$ cat src/rtl/parking_sensor_emulator_if.sv
// Command interface of the parking sensor emulator.
//
// Handshake: a command transfers on a rising clk edge where cmd_valid and
// cmd_ready are both high. The master holds cmd_dir (and cmd_balk when
// present) stable with cmd_valid. cmd_ready never depends on cmd_valid.
//
// Signals:
//   cmd_valid  master->slave  command request
//   cmd_dir    master->slave  0 = enter, 1 = exit
//   cmd_balk   master->slave  car backs out after the first phase
//                             (present only when PARKING_BALK_EN is defined)
//   cmd_ready  slave->master  slave can accept a command this cycle
interface parking_sensor_emulator_if;
  logic cmd_valid;
  logic cmd_dir;
`ifdef PARKING_BALK_EN
  logic cmd_balk;
`endif
  logic cmd_ready;

`ifdef PARKING_BALK_EN
  modport master (output cmd_valid, output cmd_dir, output cmd_balk, input cmd_ready);
  modport slave  (input cmd_valid, input cmd_dir, input cmd_balk, output cmd_ready);
`else
  modport master (output cmd_valid, output cmd_dir, input cmd_ready);
  modport slave  (input cmd_valid, input cmd_dir, output cmd_ready);
`endif
endinterface

$ cat src/rtl/parking_sensor_emulator.sv
// Parking sensor emulator: drives the outer (a) and inner (b) gate-sensor
// lines with the quadrature waveform of a car entering or exiting the lot,
// one command at a time, and tracks the resulting occupancy.
//
// Optional feature: define PARKING_BALK_EN to add cmd_balk, which runs the
// first phase, then both sensors clear for one phase, then the gap, with no
// occupancy change.
//
// Ports:
//   clk        system clock
//   reset_n    synchronous reset, active-low
//   cmd        command interface (slave side): cmd_valid, cmd_dir,
//              [cmd_balk], cmd_ready
//   a, b       outer / inner sensor, 1 = beam blocked (registered)
//   busy       a sequence or gap is in progress (registered)
//   done       one-cycle pulse in the first IDLE cycle after a sequence
//   cmd_err    one-cycle pulse after a rejected command
//   occupancy  cars inside, per completed sequences
//   state_dbg  current FSM state (debug)
module parking_sensor_emulator #(
  parameter int PHASE_CYCLES = 4,
  parameter int GAP_CYCLES   = 2,
  parameter int MAX_CARS     = 15,
  parameter int CNT_W        = 4
) (
  input  logic                  clk,
  input  logic                  reset_n,
  parking_sensor_emulator_if.slave cmd,
  output logic                  a,
  output logic                  b,
  output logic                  busy,
  output logic                  done,
  output logic                  cmd_err,
  output logic [CNT_W-1:0]      occupancy,
  output logic [2:0]            state_dbg
);

  typedef enum logic [2:0] {IDLE, PH1, PH2, PH3, GAP} state_t;

  // One counter serves both the phase and the gap timing.
  localparam int CMAX = (PHASE_CYCLES > GAP_CYCLES) ? PHASE_CYCLES : GAP_CYCLES;
  localparam int CW   = (CMAX > 1) ? $clog2(CMAX) : 1;
  localparam logic [CW-1:0]    PH_LAST  = CW'(PHASE_CYCLES - 1);
  localparam logic [CW-1:0]    GAP_LAST = CW'(GAP_CYCLES - 1);
  localparam logic [CNT_W-1:0] OCC_MAX  = CNT_W'(MAX_CARS);

  state_t           state_q, state_d;
  logic [CW-1:0]    cnt_q, cnt_d;
  logic             dir_q, dir_d;
  logic             balk_q, balk_d;
  logic [CNT_W-1:0] occ_d;
  logic             a_d, b_d, busy_d, done_d, err_d;
  logic             accept, reject, balk_in;

`ifdef PARKING_BALK_EN
  assign balk_in = cmd.cmd_balk;
`else
  assign balk_in = 1'b0;
`endif

  assign cmd.cmd_ready = (state_q == IDLE);
  assign state_dbg     = state_q;
  assign accept        = cmd.cmd_valid && (state_q == IDLE);
  // Entering a full lot or exiting an empty one is impossible.
  assign reject = (!cmd.cmd_dir && (occupancy == OCC_MAX)) ||
                  ( cmd.cmd_dir && (occupancy == '0));

  always_ff @(posedge clk) begin
    if (!reset_n) begin
      state_q   <= IDLE;
      cnt_q     <= '0;
      dir_q     <= 1'b0;
      balk_q    <= 1'b0;
      a         <= 1'b0;
      b         <= 1'b0;
      busy      <= 1'b0;
      done      <= 1'b0;
      cmd_err   <= 1'b0;
      occupancy <= '0;
    end else begin
      state_q   <= state_d;
      cnt_q     <= cnt_d;
      dir_q     <= dir_d;
      balk_q    <= balk_d;
      a         <= a_d;
      b         <= b_d;
      busy      <= busy_d;
      done      <= done_d;
      cmd_err   <= err_d;
      occupancy <= occ_d;
    end
  end

  always_comb begin
    state_d = state_q;
    cnt_d   = cnt_q;
    dir_d   = dir_q;
    balk_d  = balk_q;
    occ_d   = occupancy;
    done_d  = 1'b0;
    err_d   = 1'b0;
    a_d     = 1'b0;
    b_d     = 1'b0;

    case (state_q)
      IDLE: begin
        if (accept) begin
          if (reject) begin
            err_d = 1'b1;
          end else begin
            state_d = PH1;
            cnt_d   = '0;
            dir_d   = cmd.cmd_dir;
            balk_d  = balk_in;
          end
        end
      end
      PH1: begin
        if (cnt_q == PH_LAST) begin
          state_d = PH2;
          cnt_d   = '0;
        end else begin
          cnt_d = cnt_q + CW'(1);
        end
      end
      PH2: begin
        if (cnt_q == PH_LAST) begin
          // A balking car never reaches the third phase.
          state_d = balk_q ? GAP : PH3;
          cnt_d   = '0;
        end else begin
          cnt_d = cnt_q + CW'(1);
        end
      end
      PH3: begin
        if (cnt_q == PH_LAST) begin
          state_d = GAP;
          cnt_d   = '0;
        end else begin
          cnt_d = cnt_q + CW'(1);
        end
      end
      GAP: begin
        if (cnt_q == GAP_LAST) begin
          state_d = IDLE;
          cnt_d   = '0;
          done_d  = 1'b1;
          if (!balk_q) begin
            occ_d = dir_q ? (occupancy - CNT_W'(1)) : (occupancy + CNT_W'(1));
          end
        end else begin
          cnt_d = cnt_q + CW'(1);
        end
      end
      default: state_d = IDLE;
    endcase

    // Sensor levels are decoded from the next state so they register
    // together with it; consecutive patterns differ in one line only.
    case (state_d)
      PH1:     {a_d, b_d} = dir_d ? 2'b01 : 2'b10;
      PH2:     {a_d, b_d} = balk_d ? 2'b00 : 2'b11;
      PH3:     {a_d, b_d} = dir_d ? 2'b10 : 2'b01;
      default: {a_d, b_d} = 2'b00;
    endcase
    busy_d = (state_d != IDLE);
  end

endmodule
$ cat src/flat_wrapper.sv
// flat-port wrapper written by rule: the top's interface ports become plain ports
module parking_sensor_emulator_flat 
#(
  parameter int PHASE_CYCLES = 4,
  parameter int GAP_CYCLES   = 2,
  parameter int MAX_CARS     = 15,
  parameter int CNT_W        = 4
)
  (clk, reset_n, a, b, busy, done, cmd_err, occupancy, state_dbg, cmd_cmd_valid, cmd_cmd_dir, cmd_cmd_ready);
  parking_sensor_emulator_if cmd_i ();
  input  logic clk;
  input  logic reset_n;
  output logic a;
  output logic b;
  output logic busy;
  output logic done;
  output logic cmd_err;
  output logic [CNT_W-1:0] occupancy;
  output logic [2:0] state_dbg;
  input wire logic [$bits(cmd_i.cmd_valid)-1:0] cmd_cmd_valid;
  input wire logic [$bits(cmd_i.cmd_dir)-1:0] cmd_cmd_dir;
  output wire logic [$bits(cmd_i.cmd_ready)-1:0] cmd_cmd_ready;
  assign cmd_i.cmd_valid = cmd_cmd_valid;
  assign cmd_i.cmd_dir = cmd_cmd_dir;
  assign cmd_cmd_ready = cmd_i.cmd_ready;
  parking_sensor_emulator #(.PHASE_CYCLES(PHASE_CYCLES), .GAP_CYCLES(GAP_CYCLES), .MAX_CARS(MAX_CARS), .CNT_W(CNT_W)) u_core (.clk(clk), .reset_n(reset_n), .cmd(cmd_i), .a(a), .b(b), .busy(busy), .done(done), .cmd_err(cmd_err), .occupancy(occupancy), .state_dbg(state_dbg));
endmodule
$ cat config.mk
export PLATFORM = sky130hd
export DESIGN_NAME = parking_sensor_emulator_flat
export DESIGN_NICKNAME = d
export VERILOG_FILES = /design/src/rtl/parking_sensor_emulator_if.sv /design/src/rtl/parking_sensor_emulator.sv /design/src/flat_wrapper.sv
export SDC_FILE = /design/constraint.sdc
export NUM_CORES = 1
export LEC_CHECK = 0
export CORE_MARGIN = 4
export CORE_UTILIZATION = 25
export DETAILED_ROUTE_END_ITERATION = 16
export PLACE_DENSITY_LB_ADDON = 0.1
export SLEW_MARGIN = 25
export SYNTH_ARGS = -nofsm -noshare
export SYNTH_HDL_FRONTEND = slang
export SYNTH_SLANG_ARGS = --single-unit
export TNS_END_PERCENT = 100
$ cat constraint.sdc
create_clock -name clk -period 4.3 [get_ports clk]
set_clock_uncertainty 0.05 [all_clocks]
set_input_delay 1.075 -clock clk [delete_from_list [all_inputs] [get_ports clk]]
set_output_delay 1.075 -clock clk [all_outputs]
set_load 0.02 [all_outputs]
==> results list, run 1 <==
- The startpoint identified for the worst register-to-register timing path is u_core.cnt_q[0].
* Vias in the first global route: 737
* Max-capacitance violation count: 0
* Inserted Clock Buffers: 3
- During I/O placement, the number of pins put on the boundary was 17.
* Grt total ovfl: 0
* Clock transition at the register clock pins on the worst setup and hold paths after CTS: 0.10 ns
- Area enclosed by the die boundary: 4650 um^2
- Antenna violations before repair: 0
- Synth area leader: dfxtp_1
- Cell at the root of the clock tree: clkbuf_4
* Startpoint kind of the worst setup timing path: primary input
* Final-layout setup total negative slack: 0 ns
- Internal reg-to-reg setup slack: 2.21 ns
- For this run, the leading register cell type out of synthesis is dfxtp_1.
* Source-to-sink clock delay at the later pin of the worst-skew pair: 0.28 ns
* Antenna Cells: 0
* Std-Cell Core Area: 3420 um^2
* Detailed Route Iter0 Violations: 35
- The worst path in the final design needs a cycle of 2.76 ns, including I/O delays and setup.
- Hold Crit Start: u_core.occupancy[3]
- For the pin with the worst max-slew slack, the measured transition is 0.767 ns.
- Via count of the routed design: 740
* Worst reg2reg endpoint: u_core.b
- Run status: finished, final reports clean
- RSZ-0062 raised after global routing: false
- Area growth, synth to finish: 25.7%
- For this run, asynchronously set or reset flops after synthesis account for 0.
- Number of H-tree levels: 1
- Routed len/inst: 12.4 um
- Worst hold path stage count: 2
- The floorplan has 21 rows.
- Post-synthesis area per instance: 9.64 um^2
- After detailed routing, the number of vias per cell comes to 4.68.
- For this run, the top clock speed supported by timing is 362 MHz.
- The routed design has 1950 um of wire.
- Post-synthesis instance total: 94
- The synthesized design contains 16 register bits.
- Register-to-Register Path Depth: 5
* CP max stage cell: or4b_4
- Along the worst path, the maximum fanout reaches 4.
* Cell area after synthesis: 906 um^2
- List of cells traversed by the critical path: clkdlybuf4s50_1 > or4b_4 > a221oi_4 > a2bb2oi_4 > mux2i_1 > nor4_2
* Count of yosys warnings during synthesis: 0
- The number of max-slew violations in the final report is 0.
- Die Y-Extent: 68.2 um
* Crit path from: cmd_cmd_valid
* Crit Path Class: in2reg
- Remaining DRCs: 0
- In the finished design, the share of the clock period the worst path needs comes to 0.643.
* TritonCTS clock tree: yes
* Number of gates given a new drive strength after cts: 0
- The initial utilization of the core area, before any placement, comes to 0.265.
- Synthesis produced a netlist with a net count of 105.
- Top cell type's share of synthesized area: 0.354
- Cell class contributing the biggest share of worst-path delay: simple AND/OR/NAND/NOR gates
- After clock tree synthesis, the setup repair step added 0 buffers.
- The path class of the tightest hold or removal check is reg2reg.
- Dividing total power by cell area gives a power density of 236 nW/um^2.
- In the final layout, the share of cells above drive strength 1 is 0.0982.
- Hold violation count in the final report: 0
- The die is 68.2 um wide.
- Endpoint class of the critical path: register
- STA puts the critical path data required time at 4.45 ns.
* Count of TritonRoute iterations in the first routing pass: 4
* Delay of the slowest cell on the worst path: 0.50 ns
* Number of library cell types mapped by synthesis: 41
* Nets@finish: 125
- Count of nets left with antenna violations after detail routing: 0
- DPL Wire Length: 1510 um
- The completed layout was analyzed and its total power is 269 uW.
* Biggest area contributors in the synthesized netlist: dfxtp_1 35%, ha_1 8.3%, nor2_1 5.0%, a21oi_1 3.3%, a221oi_4 2.9%
- Cts hold-fix bufs: 0
* Deepest clock path buffer count: 2
- Data arrival time at the worst-slack endpoint: 2.92 ns
- Entering global routing, the biggest net connects 13 pins.
- Total routing usage reported by global routing: 0.101
- Post-synthesis sequential area ratio: 0.354
* Clk sink count: 16
- Setup violations remaining at the end of the flow were counted as 0.
- Critical path buffer and inverter count: 1
* Min-Delay Endpoint: u_core.occupancy[3]
- The synthesized design contains 0 enable-type register cells.
- The worst-case IR drop observed on VDD is 0.000122 V.
- For this design the static power due to leakage is 0.000420 uW.
- The count of buffers added on input and output ports is 16.
- The worst pin sits at a relative slew slack of 0.485.
* First-pass GRT wire length: 3490 um
* Gp weighted congestion: 0.652
## through the flow
step	utilization	std cells	hold slack (ns)	instance area [um^2]	setup WS, ns
4_1_cts	0.333	158	0.508	1140	1.52
6_report	0.333	158	0.504	1140	1.54
5_1_grt	0.333	158	0.550	1140	1.46
2_1_floorplan	-	94	0.417	906	1.82
3_5_place_dp	0.327	155	0.493	1120	1.23
3_3_place_gp	0.327	155	0.479	1120	1.27
## placed cells by master (no fill, tap or decap), types with 2 or more instances in the layout
cell type / n
clkbuf_4: 3
inv_1: 5
dfxtp_1: 16
and2_1: 2
a21oi_1: 6
ha_1: 6
clkdlybuf4s50_1: 16
o21ai_0: 3
nor3_1: 4
mux2i_1: 2
a21o_1: 2
nand2_1: 4
nor2_1: 12
xnor2_1: 3
## cell usage after synthesis (all sizes together) (2+ instances only)
library cell  number
nor3               4
ha                 6
a21oi              6
or2                2
xnor2              3
o21ai              3
nor4               2
nand2              4
inv                5
dfxtp             16
mux2i              2
nor2              12
and2               2
a21o               2
## cells by family (layout without fill, tap and decap cells)
kind of cell,Yosys count,in the layout,share of synthesized area
buffers and inverters,7,25,0.0332
adders and majority gates,7,7,0.105
muxes,2,2,0.0221
AOI/OAI and AO/OA,22,22,0.204
xor gates and xnor gates,4,4,0.0387
and+or+nand+nor,36,36,0.243
DFF,16,16,0.354
## cell type report
cell class	count	area (um^2)
Clock buffer	3	22.5
Fill cell	364	2280
Inverter	6	22.5
Multi-Input combinational cell	71	556
Sequential cell	16	320
Tap cell	46	57.6
Timing Repair Buffer	16	160
## where the power goes
group | total [uW] | internal [uW] | leakage (uW) | switching [uW]
registers | 155 | 152 | 0.000130 | 3.61
logic | 36.1 | 16.8 | 0.000276 | 19.4
clock network | 77.7 | 32.4 | 0.0000138 | 45.3
total | 269 | 201 | 0.000420 | 68.3
## tightest hold or removal path, stage by stage, from the launching register on
cell     delay [ns]
dfxtp_1        0.36
o21ai_0        0.09
a21oi_1        0.06
## flip-flops by register name, summed over array words and instances, names as in the netlist
signal / count
u_core.balk_q: 1
u_core.occupancy: 4
u_core.dir_q: 1
u_core.b: 1
u_core.cnt_q: 2
u_core.a: 1
u_core.cmd_err: 1
u_core.busy: 1
u_core.done: 1
u_core.state_dbg: 3
## worst max path at each step
| stage | cells after the start | to |
|---|---|---|
| final | 6 | u_core.b |
| after CTS | 2 | cmd_cmd_ready |
| after global routing | 2 | cmd_cmd_ready |
| after global placement | 6 | u_core.b |
| after detailed placement | 6 | u_core.b |
| after floorplan | 5 | u_core.b |
## routing by layer
metal,up-vias,GRT usage,share of wire
met5,-,0,0
met4,0,0.0447,0.0082
met3,2,0.0279,0.048
met2,13,0.142,0.42
met1,347,0.142,0.52
li1,378,-,-
(Power assumes the default switching activity.)
==> inputs of run 2 (changes only) <==
==> constraint.sdc (replaced) <==
create_clock -name clk -period 2.3 [get_ports clk]
set_clock_uncertainty 0.05 [all_clocks]
set_input_delay 0.575 -clock clk [delete_from_list [all_inputs] [get_ports clk]]
set_output_delay 0.575 -clock clk [all_outputs]
set_load 0.02 [all_outputs]
==> run 2 against run 1 <==
Against the previous run:
- routed wire length grew 3.8%
- worst setup slack lost 1.4 ns
- design area grew 5.5%
- worst hold slack gained 0.0044 ns
- sequential power grew 87%
- first-iteration DRC count shrank 31%
- combinational power grew 110%
==> results list, run 2 (synthesis results as in run 1) <==
* Cell at the root of the clock tree: clkbuf_4
- Highest Clock Rate: 452 MHz
- The area growth from synthesis to layout is 32.6%.
- The number of max-slew violations in the final report came to 0 (unchanged).
* Max reg flops: 4 (unchanged)
* Port Buffer Count: 16 (unchanged)
- Total routing usage reported by global routing: 0.101 (-0.000647)
* Largest net degree at the start of global routing: 13 (unchanged)
* Maximum fanout along the worst path: 3 (-1)
- Grt total ovfl: 0 (unchanged)
- STA classifies the critical path startpoint as a primary input.
* Via count of the routed design: 762 (+3.0%)
- Worst slew pin tran: 0.387 ns (-0.380 ns)
* First-pass GRT wire length: 3470 um (-0.60%)
- TritonCTS built the clock tree.
* Fraction of the cycle the final worst path needs: 0.962
- Hold Crit Start: u_core.cnt_q[1]
- The buffer depth of the longest clock path is 2 (unchanged).
- Vias in the first global route: 778 (+5.6%)
- The initial core utilization came to 0.265 (unchanged).
* Number of H-tree levels: 1 (unchanged)
- Die Y-Extent: 68.2 um (unchanged)
- Leaving out fill and tap cells, the most frequent cell in the layout is dfxtp_1.
* Crit path from: cmd_cmd_valid
- The final HPWL from detailed placement was 1580 um (+4.4%).
- Final-layout setup total negative slack: 0 ns (unchanged)
- The number of setup violations in the final report came to 0 (unchanged).
* Share of post-route cells with drive strength above 1: 0.158 (+0.0601)
- Worst rel slew slack: 0.741 (+0.256)
* Nets@finish: 133 (+6.4%)
- The number of buffers created by CTS came to 3 (unchanged).
* Power Total: 511 uW (+90%)
* Routed wire length: 2030 um (+3.8%)
- The number of vias per cell after detailed routing is 4.59 (-2.0%).
- Total number of placement rows: 21 (unchanged)
- Source-to-sink clock delay at the later pin of the worst-skew pair: 0.28 ns (about the same)
* Number of gates given a new drive strength after cts: 0 (unchanged)
- The startpoint identified for the worst register-to-register timing path is u_core.cnt_q[0].
* Final critical-path required period: 2.21 ns
- The number of DRC violations after detailed-routing iteration 0 came to 24 (-31%).
* Crit Path Class: in2reg
- The count of max-cap constraint violations was 0 (unchanged).
* Worst-case vdd ir drop: 0.000209 V (+71%)
* Antenna violations before repair: 0 (unchanged)
- Std-Cell Core Area: 3420 um^2 (unchanged)
- Data arrival time at the worst-slack endpoint: 2.36 ns (-0.56 ns)
* Endpoint class of the critical path: register
- Classification of the worst-slack hold path: reg2reg
* Gp weighted congestion: 0.684 (+4.9%)
* Remaining DRCs: 0 (unchanged)
* Most used cells in the layout excluding fill and tap cells: 16 x dfxtp_1, 15 x clkdlybuf4s50_1, 12 x nor2_1
* Power per standard cell area: 425 nW/um^2 (+80%)
- The run finished with clean final reports.
- The residual antenna-violating net count after detailed routing was 0 (unchanged).
* Chip Width: 68.2 um (unchanged)
- The critical path data required time was 2.45 ns (-2.00 ns).
* I/O pins: 17 (unchanged)
* Count of TritonRoute iterations in the first routing pass: 4 (unchanged)
- The worst hold margin is 0.508 ns (+0.00439 ns).
- Leakage power: 0.000463 uW (+10%)
* RSZ-0062 raised after global routing: false
- The number of clock sinks came to 16 (unchanged).
* Clock transition at the register clock pins on the worst setup and hold paths after CTS: 0.09 ns (about the same)
- Cts hold-fix bufs: 0 (unchanged)
- Register containing the most flip-flops in the final layout: u_core.occupancy
- Area enclosed by the die boundary: 4650 um^2 (unchanged)
- Antenna Cells: 0 (unchanged)
- Post-CTS setup buffers: 0 (unchanged)
- The detail-routed net length per standard cell came to 12.2 um (-1.2%).
- Hold violation count in the final report: 0 (unchanged)
-- run 2: changes by cell type in the layout (fill, tap and decap cells not counted), sizes merged --
| cell | change |
|---|---|
| buf | +8 |
| clkdlybuf4s50 | -1 |
| dlymetal6s2s | +1 |
-- run 2: layer usage --
layer / routed length (um) / vias to the layer above / global-route usage
li1: - / 391 / -
met1: 960 / 353 / 0.123
met2: 933 / 16 / 0.159
met3: 109 / 2 / 0.0394
met4: 23 / 0 / 0.0372
met5: 0 / - / 0
-- run 2: cell type report --
class	instances	area, um^2
inverter	6	22.5
tap	46	57.6
clock buffer	3	22.5
fill	358	2210
timing repair buffer	24	223
sequential	16	320
multi-input combinational	71	556
-- run 2: power breakdown --
| part | internal [uW] | switching [uW] |
|---|---|---|
| Combinational | 37.9 | 38.5 |
| Clock | 60.7 | 83.4 |
| Sequential | 284 | 6.81 |
-- run 2: worst max-delay path, stage by stage --
cell	delay, ns
clkdlybuf4s50_1	0.47
or4b_4	0.50
a221oi_4	0.28
a2bb2oi_4	0.21
mux2i_1	0.10
nor4_2	0.23
-- run 2: metrics by stage --
step           std cells  utilization  worst slack (ns)  area, um^2
2_1_floorplan         94            -             0.321         906
3_3_place_gp         163        0.344            -0.179        1180
3_5_place_dp         163        0.344            -0.216        1180
4_1_cts              166        0.351           0.00646        1200
5_1_grt              166        0.352           0.00399        1200
6_report             166        0.352            0.0863        1200
-- run 2: path summary, 6_finish.rpt --
kind                           to  slack (ns)  cells after the start
setup / recovery         u_core.b        0.09                      6
hold / removal    u_core.cnt_q[1]        0.51                      2
setup reg to reg         u_core.b        0.26                      6
hold reg to reg   u_core.cnt_q[1]        0.51                      2
==> inputs of run 3 (changes only) <==
--- a/config.mk
+++ b/config.mk
@@ -8,8 +8,8 @@
 export CORE_MARGIN = 4
 export CORE_UTILIZATION = 25
 export DETAILED_ROUTE_END_ITERATION = 16
+export HOLD_SLACK_MARGIN = 0.08
 export PLACE_DENSITY_LB_ADDON = 0.1
-export SLEW_MARGIN = 25
 export SYNTH_ARGS = -nofsm -noshare
 export SYNTH_HDL_FRONTEND = slang
 export SYNTH_SLANG_ARGS = --single-unit
==> results of run 3 <==
Final layout, timing and power as in run 2 (identical DEF).
